File: src/rtl/irq_priority_controller_if.sv
// Interrupt controller bundle: peripheral lines, enable register access and
// the request/ack/eoi handshake with the control unit.
interface irq_priority_controller_if #(
  parameter int NUM_SRC = 4,
  parameter int ID_W    = 2,
  parameter int ADDR_W  = 32
);
  logic [NUM_SRC-1:0] irq_src;
  logic               irq_en_we;
  logic [NUM_SRC-1:0] irq_en_wdata;
  logic [NUM_SRC-1:0] irq_en;
  logic [NUM_SRC-1:0] irq_pending;
  logic               irq_req;
  logic               irq_ack;
  logic               irq_eoi;
  logic [ID_W-1:0]    irq_id;
  logic [ADDR_W-1:0]  irq_vector;
  logic               irq_active;

  modport master (
    output irq_src, irq_en_we, irq_en_wdata, irq_ack, irq_eoi,
    input  irq_en, irq_pending, irq_req, irq_id, irq_vector, irq_active
  );

  modport slave (
    input  irq_src, irq_en_we, irq_en_wdata, irq_ack, irq_eoi,
    output irq_en, irq_pending, irq_req, irq_id, irq_vector, irq_active
  );
endinterface

File: src/rtl/irq_priority_controller.sv
// Fixed-priority interrupt controller: synchronises and edge-detects peripheral
// lines, latches pending requests and hands one at a time to the control unit.
module irq_priority_controller #(
  parameter int                NUM_SRC    = 4,
  parameter int                ID_W       = 2,
  parameter int                ADDR_W     = 32,
  parameter logic [ADDR_W-1:0] VEC_BASE   = 32'h0000_0100,
  parameter int unsigned       VEC_STRIDE = 8
) (
  input logic clock,
  input logic reset_n,
  irq_priority_controller_if.slave bus
);

  typedef enum logic [1:0] {
    IDLE   = 2'd0,
    REQ    = 2'd1,
    ACTIVE = 2'd2
  } stateT;

  stateT              state;
  logic [NUM_SRC-1:0] sync1, sync2, sync3;
  logic [NUM_SRC-1:0] riseEdge, pending, enable, eligible, ackClear;
  logic [ID_W-1:0]    winnerId, curId;
  logic [ADDR_W-1:0]  winnerVec, curVec;
  logic               anyEligible, reqReg, activeReg;

  // Lowest eligible index wins; the loop runs high-to-low so the last hit sticks.
  always_comb begin
    riseEdge    = sync2 & ~sync3;
    eligible    = pending & enable;
    winnerId    = '0;
    anyEligible = 1'b0;
    for (int i = NUM_SRC - 1; i >= 0; i--) begin
      if (eligible[i]) begin
        winnerId    = ID_W'(i);
        anyEligible = 1'b1;
      end
    end
    winnerVec = VEC_BASE + ADDR_W'(winnerId) * ADDR_W'(VEC_STRIDE);
    ackClear  = '0;
    if (state == REQ && bus.irq_ack) ackClear[curId] = 1'b1;
  end

  // Synchroniser chain, pending latch and enable register.
  always_ff @(posedge clock or negedge reset_n) begin
    if (!reset_n) begin
      sync1   <= '0;
      sync2   <= '0;
      sync3   <= '0;
      pending <= '0;
      enable  <= '0;
    end else begin
      sync1   <= bus.irq_src;
      sync2   <= sync1;
      sync3   <= sync2;
      pending <= (pending & ~ackClear) | riseEdge;
      if (bus.irq_en_we) enable <= bus.irq_en_wdata;
    end
  end

  // Request FSM; id/vector are captured on leaving IDLE and frozen until the next arbitration.
  always_ff @(posedge clock or negedge reset_n) begin
    if (!reset_n) begin
      state     <= IDLE;
      reqReg    <= 1'b0;
      activeReg <= 1'b0;
      curId     <= '0;
      curVec    <= VEC_BASE;
    end else begin
      case (state)
        IDLE: begin
          if (anyEligible) begin
            state  <= REQ;
            reqReg <= 1'b1;
            curId  <= winnerId;
            curVec <= winnerVec;
          end
        end
        REQ: begin
          if (bus.irq_ack) begin
            state     <= ACTIVE;
            reqReg    <= 1'b0;
            activeReg <= 1'b1;
          end else if (!eligible[curId]) begin
            state  <= IDLE;
            reqReg <= 1'b0;
          end
        end
        ACTIVE: begin
          if (bus.irq_eoi) begin
            state     <= IDLE;
            activeReg <= 1'b0;
          end
        end
        default: begin
          state     <= IDLE;
          reqReg    <= 1'b0;
          activeReg <= 1'b0;
        end
      endcase
    end
  end

  assign bus.irq_en      = enable;
  assign bus.irq_pending = pending;
  assign bus.irq_req     = reqReg;
  assign bus.irq_active  = activeReg;
  assign bus.irq_id      = curId;
  assign bus.irq_vector  = curVec;

endmodule
File: src/flat_wrapper.sv
// flat-port wrapper written by rule: the top's interface ports become plain ports
module irq_priority_controller_flat 
#(
  parameter int                NUM_SRC    = 4,
  parameter int                ID_W       = 2,
  parameter int                ADDR_W     = 32,
  parameter logic [ADDR_W-1:0] VEC_BASE   = 32'h0000_0100,
  parameter int unsigned       VEC_STRIDE = 8
)
  (clock, reset_n, bus_irq_src, bus_irq_en_we, bus_irq_en_wdata, bus_irq_ack, bus_irq_eoi, bus_irq_en, bus_irq_pending, bus_irq_req, bus_irq_id, bus_irq_vector, bus_irq_active);
  irq_priority_controller_if #(.NUM_SRC(NUM_SRC), .ID_W(ID_W), .ADDR_W(ADDR_W)) bus_i ();
  input logic clock;
  input logic reset_n;
  input wire logic [$bits(bus_i.irq_src)-1:0] bus_irq_src;
  input wire logic [$bits(bus_i.irq_en_we)-1:0] bus_irq_en_we;
  input wire logic [$bits(bus_i.irq_en_wdata)-1:0] bus_irq_en_wdata;
  input wire logic [$bits(bus_i.irq_ack)-1:0] bus_irq_ack;
  input wire logic [$bits(bus_i.irq_eoi)-1:0] bus_irq_eoi;
  output wire logic [$bits(bus_i.irq_en)-1:0] bus_irq_en;
  output wire logic [$bits(bus_i.irq_pending)-1:0] bus_irq_pending;
  output wire logic [$bits(bus_i.irq_req)-1:0] bus_irq_req;
  output wire logic [$bits(bus_i.irq_id)-1:0] bus_irq_id;
  output wire logic [$bits(bus_i.irq_vector)-1:0] bus_irq_vector;
  output wire logic [$bits(bus_i.irq_active)-1:0] bus_irq_active;
  assign bus_i.irq_src = bus_irq_src;
  assign bus_i.irq_en_we = bus_irq_en_we;
  assign bus_i.irq_en_wdata = bus_irq_en_wdata;
  assign bus_i.irq_ack = bus_irq_ack;
  assign bus_i.irq_eoi = bus_irq_eoi;
  assign bus_irq_en = bus_i.irq_en;
  assign bus_irq_pending = bus_i.irq_pending;
  assign bus_irq_req = bus_i.irq_req;
  assign bus_irq_id = bus_i.irq_id;
  assign bus_irq_vector = bus_i.irq_vector;
  assign bus_irq_active = bus_i.irq_active;
  irq_priority_controller #(.NUM_SRC(NUM_SRC), .ID_W(ID_W), .ADDR_W(ADDR_W), .VEC_BASE(VEC_BASE), .VEC_STRIDE(VEC_STRIDE)) u_core (.clock(clock), .reset_n(reset_n), .bus(bus_i));
endmodule
File: config.mk
export PLATFORM = sky130hd
export DESIGN_NAME = irq_priority_controller_flat
export DESIGN_NICKNAME = d
export VERILOG_FILES = /design/src/rtl/irq_priority_controller_if.sv /design/src/rtl/irq_priority_controller.sv /design/src/flat_wrapper.sv
export SDC_FILE = /design/constraint.sdc
export NUM_CORES = 1
export LEC_CHECK = 0
export BUFFER_PORTS_ARGS = -buffer_cell sky130_fd_sc_hd__buf_2
export CAP_MARGIN = 20
export CORE_ASPECT_RATIO = 1.4
export CORE_UTILIZATION = 45
export CTS_CLUSTER_SIZE = 25
export DETAILED_ROUTE_END_ITERATION = 16
export PLACE_DENSITY = 0.74
export SKIP_LAST_GASP = 1
export SYNTH_ARGS = -nofsm -noshare
export SYNTH_HDL_FRONTEND = slang
export SYNTH_SLANG_ARGS = --single-unit
export TNS_END_PERCENT = 30
File: constraint.sdc
create_clock -name clock -period 1.5 [get_ports clock]
set_input_delay 0.075 -clock clock [delete_from_list [all_inputs] [get_ports clock]]
set_output_delay 0.075 -clock clock [all_outputs]
set_load 0.005 [all_outputs]
## Word level (Yosys, flattened, before mapping)

Index checks and enable logic that the tools add are counted.

- Reductions and logical operators: 7
- Bitwise logic cells: 8
- Mux-type cells: 25
- Eq/ne operators: 6
- Order comparisons: 2
- Add/sub/neg operators: 1

Operator list:

| operator | number |
|---|---|
| $mux 2 | 8 |
| $and 4x4->4 | 3 |
| $mux 1 | 11 |
| $add 9x5->10 const A | 1 |
| $reduce_and 3->1 | 3 |
| $not 4->4 | 2 |
| $pmux 1 s3 | 2 |
| $pmux 2 s3 | 1 |
| $mux 4 | 1 |
| $ne 2x2->1 const B | 2 |
| $or 4x4->4 | 1 |
| $lt 2x3->1 const B | 1 |
| $ne 3x3->1 const B | 1 |
| $bmux 1 s2 | 1 |
| $demux 1 s2 | 1 |
| $eq 2x1->1 const B | 1 |
| $eq 2x2->1 const B | 1 |
| $ge 2x1->1 const B | 1 |
| $logic_and 1x1->1 | 2 |
| $logic_not 2->1 | 1 |
| $ne 2x1->1 const B | 1 |
| $not 1->1 | 2 |
| $reduce_and 2->1 | 1 |

- Bits in registers: 58
- Logic and storage cells: 59
- Output and inout bits: 44
- Bits of input ports: 13

## Logic depth before layout (Yosys ltp)

- Depth in word-level cells: 8
- Mapped depth: 5
- Depth with buffers taken out: 4

## Least setup slack after synthesis

OpenSTA, ideal clock, no wires.

- Path type: reg2reg
- Start: register u_core.enable[1], in the netlist u_core.bus.irq_en[1]
- End: register u_core.curId[0], in the netlist u_core.bus.irq_id[0]
- Data arrival time: 1,116 ps
- Setup slack: 256 ps
- Data required time: 1,372 ps
- Period minus slack after synthesis: 1,244 ps
- Cell stages (with the launch flop): 4
- Setup time: 128 ps
- Buffers on the path: 0
- Path through: dfrtp_1 -> a22o_1 -> o21ai_2 -> mux2_1

- Cells in the longest elaborated chain, start to end: 4
- Elaborated cells on any way between the ends: 6
- Classes of those cells: mux (4); bitwise (1); reduce/logical (1)

RTL lines:

| element | line | text |
|---|---|---|
| from (decl) | irq_priority_controller.sv:23 | `logic [NUM_SRC-1:0] riseEdge, pending, enable, eligible, ackClear;` |
| from (signal assigned) | irq_priority_controller.sv:58 | `if (bus.irq_en_we) enable <= bus.irq_en_wdata;` |
| $and 4x4->4 (*) | irq_priority_controller.sv:31 | `eligible = pending & enable;` |
| $mux 1 (2 in a row) | irq_priority_controller.sv:35 | `if (eligible[i]) begin` |
| $reduce_and 2->1 (no line) | -- |  |
| to (signal assigned) | irq_priority_controller.sv:76 | `curId <= winnerId;` |
| to (decl) | irq_priority_controller.sv:24 | `logic [ID_W-1:0] winnerId, curId;` |

Mark *: on every way between the ends. The rest lies on a longest branch, timed or not.
A chain may end at the register's enable or synchronous reset.

## Worst setup path after layout

Same ends and word-level chain as after synthesis.

==> run summary <==
The number of cells on the worst reg-to-reg path came out at 3. The total congestion overflow after global routing came out at 0. The worst setup path is of the flip-flop to flip-flop kind.

The number of antenna violations at the first check in global routing came out at 0. The post-route worst hold slack came out at 0.04036 ns. The areal power density over the cells came out at 1511 nW/µm².

The vias after detailed routing came out at 778. In the routed design, unresolved DRC markers number 0. The TritonCTS clock tree is done. Subtracting the final worst setup slack from the clock period gives 1.321 ns. The post-synthesis compound-gate area fraction is 9.119%. The root cell of the clock tree is sky130_fd_sc_hd__clkbuf_4.

The timing endpoint of the critical path is u_core.bus.irq_id[0]. The layout cell share with drive strength beyond 1 came out at 24.65%. The library cell used most frequently in the layout, excluding fill and tap cells, is sky130_fd_sc_hd__conb_1. The critical path data required time came out at 1.72 ns.

The share of synthesized cell area in and, or, nand and nor gates is 8.595%. The filler cell count is 224. The count of buffers from port buffering came out at 26. The antenna diode count is 0. The number of sinks driven by the clock tree came out at 26. The number of antenna-violating nets in the routed design is 0.

The final hold violation count came to 0. The top cell types in the final layout, fill and taps aside, are sky130_fd_sc_hd__conb_1, sky130_fd_sc_hd__buf_2, sky130_fd_sc_hd__dfrtp_1. The distinct cell type count after synthesis came out at 22. The register area share after synthesis came out at 54.51%. The maximum number of buffers from clock root to sink is 2. The area occupied by multi-input gates is 380.4 µm². After clock tree synthesis, the setup repair step added 0 buffers. The global placer's final weighted congestion is 0.9052. The flow ran to the end, and the final reports show no timing, DRC or antenna violations.

The die is 62.94 µm tall. The final net count is 156. The horizontal die dimension is 45.53 µm.

The endpoint identified for the worst register-to-register timing path is u_core.bus.irq_id[0]. In the final routed layout, each cell accounts on average for 11.35 µm. The clock latency on the worst-skew pair is 0.32 ns. The clock transition at the registers of the reported paths is 0.14 ns. The first-pass iteration count of the detailed router is 4. The overall die area is 2865 µm². The startpoint identified for the worst register-to-register timing path is u_core.bus.irq_en[1]. The worst-case IR drop observed on VDD is 0.7619 mV. The slew at the pin with the worst max-slew slack is 0.5517 ns. The number of max-slew violations in the final report came to 0. The number of standard cells in the layout, taps in and fillers out is 176.

The post-synthesis mux area share came out at 4.717%. For this design the top-level I/O count stands at 57. The post-placement cell count is 163. The XOR/XNOR share of the synthesized area is 0%.

The worst pin sits at a relative slew slack of 63.22%. In the final timing run, aggregate negative setup slack is 0 ns. The half-perimeter wire length of the detailed placement result is 1379 µm.

The number of warning messages in the yosys log came out at 0. Synthesis produced a netlist whose cell count is 108. The number of cell rows came out at 21. The adder-cell area share of the yosys netlist came out at 0%. The total of flip-flops plus latches after synthesis came out at 26. The dominant combinational cell family by area after synthesis is buffers and inverters. The first-pass GRT wire length is 3187 µm. CTS built an H-tree with a depth of 1. The reg-to-reg setup timing slack came out at 0.18 ns. The worst hold path stage count is 4. In the global route stage, overall resource usage came out at 15.32%. The startpoint of the worst setup timing path is u_core.bus.irq_en[1]. The post-synthesis instance area came out at 1194 µm².

The share of the clock period used by the worst path is 88.06%. The reported max-cap violation count came out at 0. In this run, CTS created clock tree buffers numbering 3.

In this run the worst hold path is classified as input port to flip-flop. The initial standard-cell utilization of the core is 48.85%. The synthesis-to-finish area growth came out at 14.67%. STA classifies the critical path startpoint as a flip-flop. The top fanout value on the critical path is 5. The sequential cell area in the final layout is 650.6 µm².

The core region area came out at 2444 µm². The achievable clock frequency is 0.7571 GHz. The mean cell area of the mapped netlist came out at 11.05 µm². The first routing iteration left 7 violations.

Entering global routing, the biggest net connects 27 pins. Across the routed clock network, the largest skew measured is 0.002380 ns. The number of global-route vias before repair came out at 758. Setup violations remaining at the end of the flow were counted as 0. The sort of element at the end of the critical path is a flip-flop. Power comes to 2.069 mW. Setup repair after global routing left no endpoint under its margin. The static power due to leakage came out at 0.6959 nW.

STA puts the critical path data arrival time at 1.54 ns. The aggregate routed wire length came out at 1998 µm. The detail-routed via count per cell is 4.420.
state kept, by name, summed over array words and instances (netlist names):
register,cells
u_core.bus.irq_active,1
u_core.bus.irq_en,4
u_core.state,2
u_core.bus.irq_pending,4
u_core.bus.irq_id,2
u_core.bus.irq_req,1
u_core.sync1,4
u_core.sync2,4
u_core.sync3,4
worst max-delay path, cell delays in order (launching register included):
cell	delay, ns
sky130_fd_sc_hd__dfrtp_1	0.45
sky130_fd_sc_hd__a22o_1	0.28
sky130_fd_sc_hd__o21ai_2	0.16
sky130_fd_sc_hd__mux2_1	0.34
Yosys cell counts (all sizes together):
cell type  count  area share, %
a21o           1           0.63
nand2          7            2.2
a21oi          4            1.7
a21boi         1           0.63
mux2           5            4.7
a22o           3            2.2
buf           33             21
a32oi          1           0.73
o21ai          7            3.2
nor2           3           0.94
and3b          1           0.73
nand4bb        1           0.94
nand4          2            1.0
nand3          3            1.3
inv            6            1.9
conb           2           0.63
dfrtp         26             55
nand4b         2            1.5
layout make-up:
class / instances / share of cell area, %
sequential: 26 / 47.53
inverter: 6 / 1.645
timing repair buffer: 35 / 16.09
multi-input combinational: 71 / 27.79
clock buffer: 3 / 1.645
tap: 34 / 3.108
clock inverter: 1 / 2.194
kinds of logic (layout without fill, tap and decap cells):
kind of cell           count (synthesis)  after routing
other                                  2             30
and+or+nand+nor                       19             19
buffers and inverters                 39             45
AOI/OAI and AO/OA                     17             17
DFF                                   26             26
muxes                                  5              5
where the power goes:
group          switching [mW]  internal (mW)  total [mW]
registers               0.189          0.848        1.04
clock network           0.202          0.270       0.472
logic                   0.273          0.287       0.560
total                   0.664           1.40        2.07
metal layers:
layer,vias to the layer above,routed length [µm],track usage [%]
li1,365,-,-
met1,373,813,16.67
met2,36,1038,26.61
met3,4,111,3.757
met4,0,35,6.439
met5,-,0,0
worst min-delay path by stage:
stage           startpoint               endpoint  slack (ns)
6_report       bus_irq_eoi  u_core.bus.irq_active        0.04
4_1_cts        bus_irq_ack        u_core.state[0]        0.03
3_3_place_gp       reset_n   u_core.bus.irq_id[1]        0.09
5_1_grt        bus_irq_eoi  u_core.bus.irq_active        0.05
2_1_floorplan      reset_n  u_core.bus.irq_active       -0.22
3_5_place_dp       reset_n     u_core.bus.irq_req         0.1
stage by stage:
step,setup WS [ns],util [%],instance area (µm²)
6_report,0.1791,56.02,1369
2_1_floorplan,0.2562,-,1299
3_3_place_gp,0.2536,50.18,1226
5_1_grt,0.1050,56.02,1369
4_1_cts,0.1828,56.02,1369
3_5_place_dp,0.2113,50.18,1226
what timing repair did:
item	in CTS	in global routing
hold buffers	9	0
gates resized for setup	0	0
endpoints found under the hold margin	34	0
Power figures use the tool's default switching activity.
